<file path="src/rtl/spi_resp_if.sv">
// -----------------------------------------------------------------------------
// spi_resp_if
// Core-side response handshake for the SPI-slave transmit path.
//   data_in   : response word from the core
//   valid_in  : data_in valid
//   ready_out : serializer holding register empty; a word is accepted on
//               any clk edge where valid_in && ready_out
// Modports: master = core side (drives data/valid), slave = serializer side.
// -----------------------------------------------------------------------------
interface spi_resp_if #(
    parameter int DATAW = 8
);
    logic [DATAW-1:0] data_in;
    logic             valid_in;
    logic             ready_out;

    modport master (output data_in, output valid_in, input ready_out);
    modport slave  (input data_in, input valid_in, output ready_out);
endinterface

</file>
<file path="src/rtl/spi_resp_serializer.sv">
// -----------------------------------------------------------------------------
// spi_resp_serializer
// SPI-slave transmit path, mode 0 (CPOL=0, CPHA=0). Response words arrive from
// the core over a valid/ready handshake into a one-word holding register and
// are shifted out on MISO. spi_clk and cs_n come from the master and are
// oversampled by clk through 2-FF synchronizers.
// Ports:
//   clk, rst_n  : chip clock, asynchronous active-low reset
//   spi_clk     : SPI clock from master (async to clk)
//   cs_n        : SPI chip select, active low (async to clk)
//   core        : data_in / valid_in / ready_out handshake (slave side)
//   miso        : serial data to master (registered)
//   busy        : a word frame is active (state SHIFT)
//   tx_done     : 1-clk pulse, last bit of a word sampled by the master
//   underrun    : 1-clk pulse, word slot opened with holding register empty
//   abort       : 1-clk pulse, cs_n deasserted mid-word
// -----------------------------------------------------------------------------
module spi_resp_serializer #(
    parameter int DATAW     = 8,
    parameter bit MSB_FIRST = 1'b1,
    parameter bit IDLE_BIT  = 1'b0
) (
    input  logic       clk,
    input  logic       rst_n,
    input  logic       spi_clk,
    input  logic       cs_n,
    spi_resp_if.slave  core,
    output logic       miso,
    output logic       busy,
    output logic       tx_done,
    output logic       underrun,
    output logic       abort
);
    localparam int              CW   = $clog2(DATAW + 1);
    localparam logic [DATAW-1:0] FILL = {DATAW{IDLE_BIT}};

    typedef enum logic {IDLE, SHIFT} state_t;

    // Bit that goes on the wire first for a freshly loaded / shifted word.
    function automatic logic first_bit(input logic [DATAW-1:0] w);
        return MSB_FIRST ? w[DATAW-1] : w[0];
    endfunction

    // Drop the bit just sent; refill the vacated end with the idle level.
    function automatic logic [DATAW-1:0] shift_out(input logic [DATAW-1:0] w);
        return MSB_FIRST ? {w[DATAW-2:0], IDLE_BIT} : {IDLE_BIT, w[DATAW-1:1]};
    endfunction

    // Synchronizer chains: [0],[1] are the 2-FF sync, [2] is the previous
    // synced value used for edge detection.
    logic [2:0]       spi_sync_q, spi_sync_d;
    logic [2:0]       cs_sync_q,  cs_sync_d;
    state_t           state_q,    state_d;
    logic [CW-1:0]    cnt_q,      cnt_d;
    logic             reload_q,   reload_d;
    logic [DATAW-1:0] sh_q,       sh_d;
    logic [DATAW-1:0] hold_q,     hold_d;
    logic             hold_valid_q, hold_valid_d;
    logic             miso_q,     miso_d;
    logic             tx_done_q,  tx_done_d;
    logic             underrun_q, underrun_d;
    logic             abort_q,    abort_d;

    logic spi_rise, spi_fall, cs_fall, cs_rise, load;

    assign spi_rise = spi_sync_q[1] & ~spi_sync_q[2];
    assign spi_fall = ~spi_sync_q[1] & spi_sync_q[2];
    assign cs_fall  = ~cs_sync_q[1] & cs_sync_q[2];
    assign cs_rise  = cs_sync_q[1] & ~cs_sync_q[2];

    always_comb begin
        spi_sync_d   = {spi_sync_q[1:0], spi_clk};
        cs_sync_d    = {cs_sync_q[1:0], cs_n};
        state_d      = state_q;
        cnt_d        = cnt_q;
        reload_d     = reload_q;
        sh_d         = sh_q;
        hold_d       = hold_q;
        hold_valid_d = hold_valid_q;
        miso_d       = miso_q;
        tx_done_d    = 1'b0;
        underrun_d   = 1'b0;
        abort_d      = 1'b0;
        load         = 1'b0;

        case (state_q)
            IDLE: begin
                // spi_clk edges are ignored until the frame opens.
                if (cs_fall) begin
                    state_d  = SHIFT;
                    load     = 1'b1;
                    cnt_d    = '0;
                    reload_d = 1'b0;
                end
            end
            SHIFT: begin
                // cs_rise wins over a same-cycle spi edge.
                if (cs_rise) begin
                    state_d  = IDLE;
                    abort_d  = (cnt_q != '0);
                    sh_d     = FILL;
                    cnt_d    = '0;
                    reload_d = 1'b0;
                    miso_d   = IDLE_BIT;
                end else if (spi_rise) begin
                    if (cnt_q == CW'(DATAW - 1)) begin
                        // Master just sampled the last bit; next fall loads
                        // the following word within the same frame.
                        tx_done_d = 1'b1;
                        cnt_d     = '0;
                        reload_d  = 1'b1;
                    end else begin
                        cnt_d = cnt_q + 1'b1;
                    end
                end else if (spi_fall) begin
                    if (reload_q) begin
                        load     = 1'b1;
                        reload_d = 1'b0;
                    end else begin
                        sh_d   = shift_out(sh_q);
                        miso_d = first_bit(shift_out(sh_q));
                    end
                end
            end
            default: state_d = IDLE;
        endcase

        if (load) begin
            if (hold_valid_q) begin
                sh_d         = hold_q;
                hold_valid_d = 1'b0;
                miso_d       = first_bit(hold_q);
            end else begin
                sh_d       = FILL;
                underrun_d = 1'b1;
                miso_d     = IDLE_BIT;
            end
        end

        // Accept only into an empty hold; a word accepted in the same cycle
        // as an empty LOAD waits for the next slot.
        if (core.valid_in && !hold_valid_q) begin
            hold_d       = core.data_in;
            hold_valid_d = 1'b1;
        end
    end

    always_ff @(posedge clk or negedge rst_n) begin
        if (!rst_n) begin
            spi_sync_q   <= 3'b000;
            cs_sync_q    <= 3'b111;
            state_q      <= IDLE;
            cnt_q        <= '0;
            reload_q     <= 1'b0;
            sh_q         <= FILL;
            hold_q       <= '0;
            hold_valid_q <= 1'b0;
            miso_q       <= IDLE_BIT;
            tx_done_q    <= 1'b0;
            underrun_q   <= 1'b0;
            abort_q      <= 1'b0;
        end else begin
            spi_sync_q   <= spi_sync_d;
            cs_sync_q    <= cs_sync_d;
            state_q      <= state_d;
            cnt_q        <= cnt_d;
            reload_q     <= reload_d;
            sh_q         <= sh_d;
            hold_q       <= hold_d;
            hold_valid_q <= hold_valid_d;
            miso_q       <= miso_d;
            tx_done_q    <= tx_done_d;
            underrun_q   <= underrun_d;
            abort_q      <= abort_d;
        end
    end

    assign core.ready_out = ~hold_valid_q;
    assign miso           = miso_q;
    assign busy           = (state_q == SHIFT);
    assign tx_done        = tx_done_q;
    assign underrun       = underrun_q;
    assign abort          = abort_q;
endmodule
</file>
<file path="src/flat_wrapper.sv">
// flat-port wrapper written by rule: the top's interface ports become plain ports
module spi_resp_serializer_flat 
#(
    parameter int DATAW     = 8,
    parameter bit MSB_FIRST = 1'b1,
    parameter bit IDLE_BIT  = 1'b0
)
  (clk, rst_n, spi_clk, cs_n, miso, busy, tx_done, underrun, abort, core_data_in, core_valid_in, core_ready_out);
  spi_resp_if #(.DATAW(DATAW)) core_i ();
  input  logic clk;
  input  logic rst_n;
  input  logic spi_clk;
  input  logic cs_n;
  output logic miso;
  output logic busy;
  output logic tx_done;
  output logic underrun;
  output logic abort;
  input wire logic [$bits(core_i.data_in)-1:0] core_data_in;
  input wire logic [$bits(core_i.valid_in)-1:0] core_valid_in;
  output wire logic [$bits(core_i.ready_out)-1:0] core_ready_out;
  assign core_i.data_in = core_data_in;
  assign core_i.valid_in = core_valid_in;
  assign core_ready_out = core_i.ready_out;
  spi_resp_serializer #(.DATAW(DATAW), .MSB_FIRST(MSB_FIRST), .IDLE_BIT(IDLE_BIT)) u_core (.clk(clk), .rst_n(rst_n), .spi_clk(spi_clk), .cs_n(cs_n), .core(core_i), .miso(miso), .busy(busy), .tx_done(tx_done), .underrun(underrun), .abort(abort));
endmodule
</file>
<file path="config.mk">
export PLATFORM = sky130hd
export DESIGN_NAME = spi_resp_serializer_flat
export DESIGN_NICKNAME = d
export VERILOG_FILES = /design/src/rtl/spi_resp_if.sv /design/src/rtl/spi_resp_serializer.sv /design/src/flat_wrapper.sv
export SDC_FILE = /design/constraint.sdc
export NUM_CORES = 1
export LEC_CHECK = 0
export ABC_AREA = 1
export CORE_ASPECT_RATIO = 1.4
export CORE_UTILIZATION = 58
export CTS_CLUSTER_DIAMETER = 50
export DETAILED_ROUTE_END_ITERATION = 7
export PLACE_DENSITY = 0.93
export SYNTH_ARGS = -nofsm -noshare
export SYNTH_HDL_FRONTEND = slang
export SYNTH_SLANG_ARGS = --single-unit
</file>
<file path="constraint.sdc">
create_clock -name clk -period 2 [get_ports clk]
set_clock_uncertainty 0.05 [all_clocks]
set_input_delay 0.2 -clock clk [delete_from_list [all_inputs] [get_ports clk]]
set_output_delay 0.2 -clock clk [all_outputs]
set_load 0.05 [all_outputs]
</file>
# == After elaboration in Yosys (flattened, before gate mapping) ==
# Cells that the tools add are included.
# classes
add_sub_neg,1
n_eq_ne,7
n_mux,43
bitwise,10
n_reduce_logical,9
# ops
operator,n
$mux W7,7
$mux W1,28
$mux W4,4
$ne A3 B3 Y1 const B,3
$ne A4 B4 Y1 const B,2
$pmux W4 S2,1
$not A1 Y1,6
$pmux W1 S2,3
$add A4 B1 Y4 const B,1
$and A1 B1 Y1,4
$eq A4 B3 Y1 const B,1
$reduce_and A4 Y1,1
$reduce_bool A2 Y1,2
$reduce_bool A4 Y1,1
$reduce_and A3 Y1,1
$reduce_bool A3 Y1,1
$ne A2 B1 Y1 const B,1
$reduce_and A2 Y1,1
$logic_and A1 B1 Y1,1
$logic_not A1 Y1,1
# totals
regBits,32
inputBits,13
output_inout_bits,6
wordCells,82

# == Longest topological paths before layout ==
# logic_depth
depth_word,8
ltp_mapped,9
mapped_depth_nobuf,9

# == Least setup slack after synthesis ==
# No wires, ideal clock.
# synth_path
path_type,register -> register
startpoint,register u_core.state_q (netlist: u_core.busy)
endpoint,register u_core.miso_q (netlist: u_core.miso)
setup_ps,118
arrival_ps,1337
t_required_ps,1832
slack_ps,495
stages_incl_launch_ff,6
n_path_buf,0
period_less_slack_ps,1505
path_cell_list,dfrtp_1 -> a21oi_1 -> nor2_4 -> inv_4 -> nand2_1 -> nand2_1
# synth_between
elab_chain_len,4
word_cells_on_any_way,8
classes_between,eq/ne (2); mux (2); bitwise (1); reduce/logical (3)
# synth_rtl
item,line_no,source
"start, declared",spi_resp_serializer.sv:53,"state_t state_q, state_d;"
"start signal, assigned",spi_resp_serializer.sv:165,state_q <= state_d;
$not A1 Y1,spi_resp_serializer.sv:86,case (state_q)
$pmux W1 S2,spi_resp_serializer.sv:86,
"$ne A3 B3 Y1 (no source line), or another cell as far along",--,
$reduce_and A4 Y1 (no source line),--,
"end signal, assigned",spi_resp_serializer.sv:171,miso_q <= miso_d;
"end, declared",spi_resp_serializer.sv:59,"logic miso_q, miso_d;"
# Several ways; a longest one is shown, not always the timed one.
# A chain may end at the register's enable or synchronous reset.

# == Worst setup path in the final report ==
# layout_path
startpoint,register u_core.miso_q (netlist: u_core.miso)
endpoint,output port miso
# layout_lines
item,line_no,source
"end, declared",flat_wrapper.sv:14,output logic miso;
# No word-level cell between the ends.

==> metrics <==
area leader, netlist dfrtp_1; row cnt 21; largest net degree at the start of global routing 33; total global-route track usage 24.9%; # DRC 0; final worst slack 0.280 ns; Slew @ Worst Pin 0.497 ns; Max FO, Critical Path 2; Slew Viols, Final 0; fraction of layout cells with a size suffix above 1 approximately 16%; WL per Instance 11.1 um; Max-cap violations 0; CP peak stage delay around 0.80 ns; mapped cell area ~1600 um2; area of the multi-input gates 633 um2; Post-synth EDFFs 0; ys async rst share 100%; clock slew at reported path FFs 0.09 ns; Via Count ~1200; slowest CP cell clkdlybuf4s50_1; Main synth FF type dfrtp_1; setup repair after global routing missed its margin no; Starting Density roughly 63%; data required time of the worst path 1.75 ns; vias per cell ~4.9; Synth top area share 46.7%; hold buffers post-CTS 0; syn_nets a little over 200; total design power 2.07 mW; clk buf depth 2; chip height 63.2 um; final hold vios 0; DIE WIDTH 45.7 um; Final HPWL DP 2050 um; register area approximately 800 um2; dominant cells by area after synthesis dfrtp_1, nand2_1, inv_1, dfstp_2, nand2_2; n_diodes 0; Hold WC Path Type input port to asynchronous set/reset pin; core footprint between 2000 and 2500 um2; final hold slack 0.210 ns; Synth Warn # 0; Top delay family on crit path buffers and inverters; total negative setup slack 0 ns; global-route wire length before repair between 5000 and 6000 um; Finished Cell Area around 1900 um2; Cells after Synth 190; 1st-iter DRT viols 19; Clk Latency, worst-skew pair 0.33 ns; remaining global-route overflow 0; number of global-route vias before repair 1238; Synth Area per Inst 8.18 um2; Crit Path Category flip-flop to output pin; sequential fraction of the synthesis area 51.8%; metal3 WL 103 um; initial antenna violation count 0; die area 2890 um2; Antenna Violating Nets Remaining 0; Crit. End Element output pin; Area Overhead vs Synth 19.2%; Max-slew headroom roughly two thirds; Buf/Inv on CP 1; FF+latch count, synth 32; Final Setup Violations 0; Placed Instance Area 1780 um2; Place WS 0.383 ns; IO buf count 18; Routability Congestion approximately 0.84; # IOs 19; Power Dens Cells 1120 nW/um2; status complete, no violations; Top Layer Used met4; top-count cell post-synth nand2_1; Leak 1.00 nW; Tmin final 1.72 ns; final net count 230; clk root buf clkbuf_4; FILL cells just over 200; crit path launch type flip-flop; Worst Path Arrival 1.47 ns; worst-path cell chain clkdlybuf4s50_1; Clock Sinks 32; CTS tree yes; Synth top cells by count nand2_1, dfrtp_1, inv_1, nor2_1; H-tree lvl count 2; CTS Buf Count 5; Synth cell types 24; Final Cycle Share a little under nine tenths; Post-Route WL 2780 um; Fmax ~580 MHz; DR pass1 iterations 4; Metal-1 WL approximately 1000 um; routed wl met2 about 1500 um; worst vdd ir 0.742 mV
==> sequential cells by signal, summed over array words and instances (netlist names) <==
register,count
u_core.cnt_q,4
u_core.miso,1
u_core.cs_sync_q,3
u_core.abort,1
u_core.busy,1
u_core.reload_q,1
u_core.hold_q,8
u_core.underrun,1
u_core.hold_valid_q,1
u_core.tx_done,1
u_core.spi_sync_q,3
u_core.sh_q,7
==> stage by stage <==
stage	utilization, %	cells
final	75.0	250
after global routing	75.0	250
after CTS	74.8	250
after detailed placement	72.0	242
after global placement	72.0	242
after floorplan	-	190
==> worst paths after layout <==
| kind | startpoint | to | slack (ns) | cells past startpoint |
|---|---|---|---|---|
| max in group asynchronous | rst_n | u_core.cs_sync_q[0]$_DFF_PN1_ | 1.37 | 2 |
| worst min-delay path | rst_n | u_core.spi_sync_q[2]$_DFF_PN0_ | 0.21 | 2 |
| worst min register to register | u_core.spi_sync_q[0]$_DFF_PN0_ | u_core.spi_sync_q[1]$_DFF_PN0_ | 0.31 | 0 |
| worst max register to register | u_core.hold_valid_q$_DFFE_PN0P_ | u_core.hold_valid_q$_DFFE_PN0P_ | 0.48 | 5 |
| worst max-delay path | u_core.miso$_DFFE_PN0P_ | miso | 0.28 | 1 |
| min in group clk | cs_n | u_core.cs_sync_q[0]$_DFF_PN1_ | 0.23 | 1 |
==> cell usage in the layout, fill, tap and decap left out <==
cell,Yosys,layout
inv_2,4,4
clkbuf_4,0,5
dlymetal6s2s_1,0,2
nand3_2,2,2
nor2_1,12,12
nand2_8,2,2
nand2_2,10,10
xor2_1,1,1
o21ai_1,5,5
nor3_1,1,1
buf_4,0,1
clkinv_1,1,1
inv_4,1,1
inv_1,23,23
or2_2,1,1
clkdlybuf4s50_1,0,16
clkbuf_1,0,1
nand2_4,1,1
dfrtp_1,29,29
nand3_1,10,10
dfstp_2,3,3
nor2_4,2,2
nand4_1,2,2
nand3b_1,1,1
clkbuf_8,0,2
nand2_1,73,73
ha_1,2,2
a211oi_1,1,1
a21oi_1,2,2
==> area by class of cell <==
cell class                 count  share of cell area, %
sequential                    32                   43.4
multi-input combinational    128                   34.2
timing repair buffer          19                   10.4
inverter                      29                   6.01
clock buffer                   8                   3.71
tap                           34                   2.30
==> layer usage <==
layer | GRT usage, % | vias up
met4 | 11.4 | 0
met5 | 0 | -
met1 | 25.4 | 558
met3 | 7.74 | 7
met2 | 43.6 | 33
li1 | - | 628
==> power by group <==
part	switching [mW]	leakage (nW)	internal [mW]
Clock	0.204	0.0386	0.207
Combinational	0.454	0.558	0.255
Sequential	0.126	0.408	0.822
Total	0.784	1.00	1.28
==> logic make-up after synthesis <==
group	Yosys count	share of synthesized area [%]
AND/OR/NAND/NOR	117	35.8
flip-flops	32	51.8
buffers and inverters	30	7.49
AO/OA/AOI/OAI	8	2.74
adder cells (fa/ha/maj)	2	1.61
XOR/XNOR	1	0.564
==> what timing repair did <==
item	in CTS	in global routing
setup buffers	0	0
endpoints found under the setup margin	0	2
endpoints found under the hold margin	0	0
resized for setup	0	2
(Power assumes the default switching activity.)
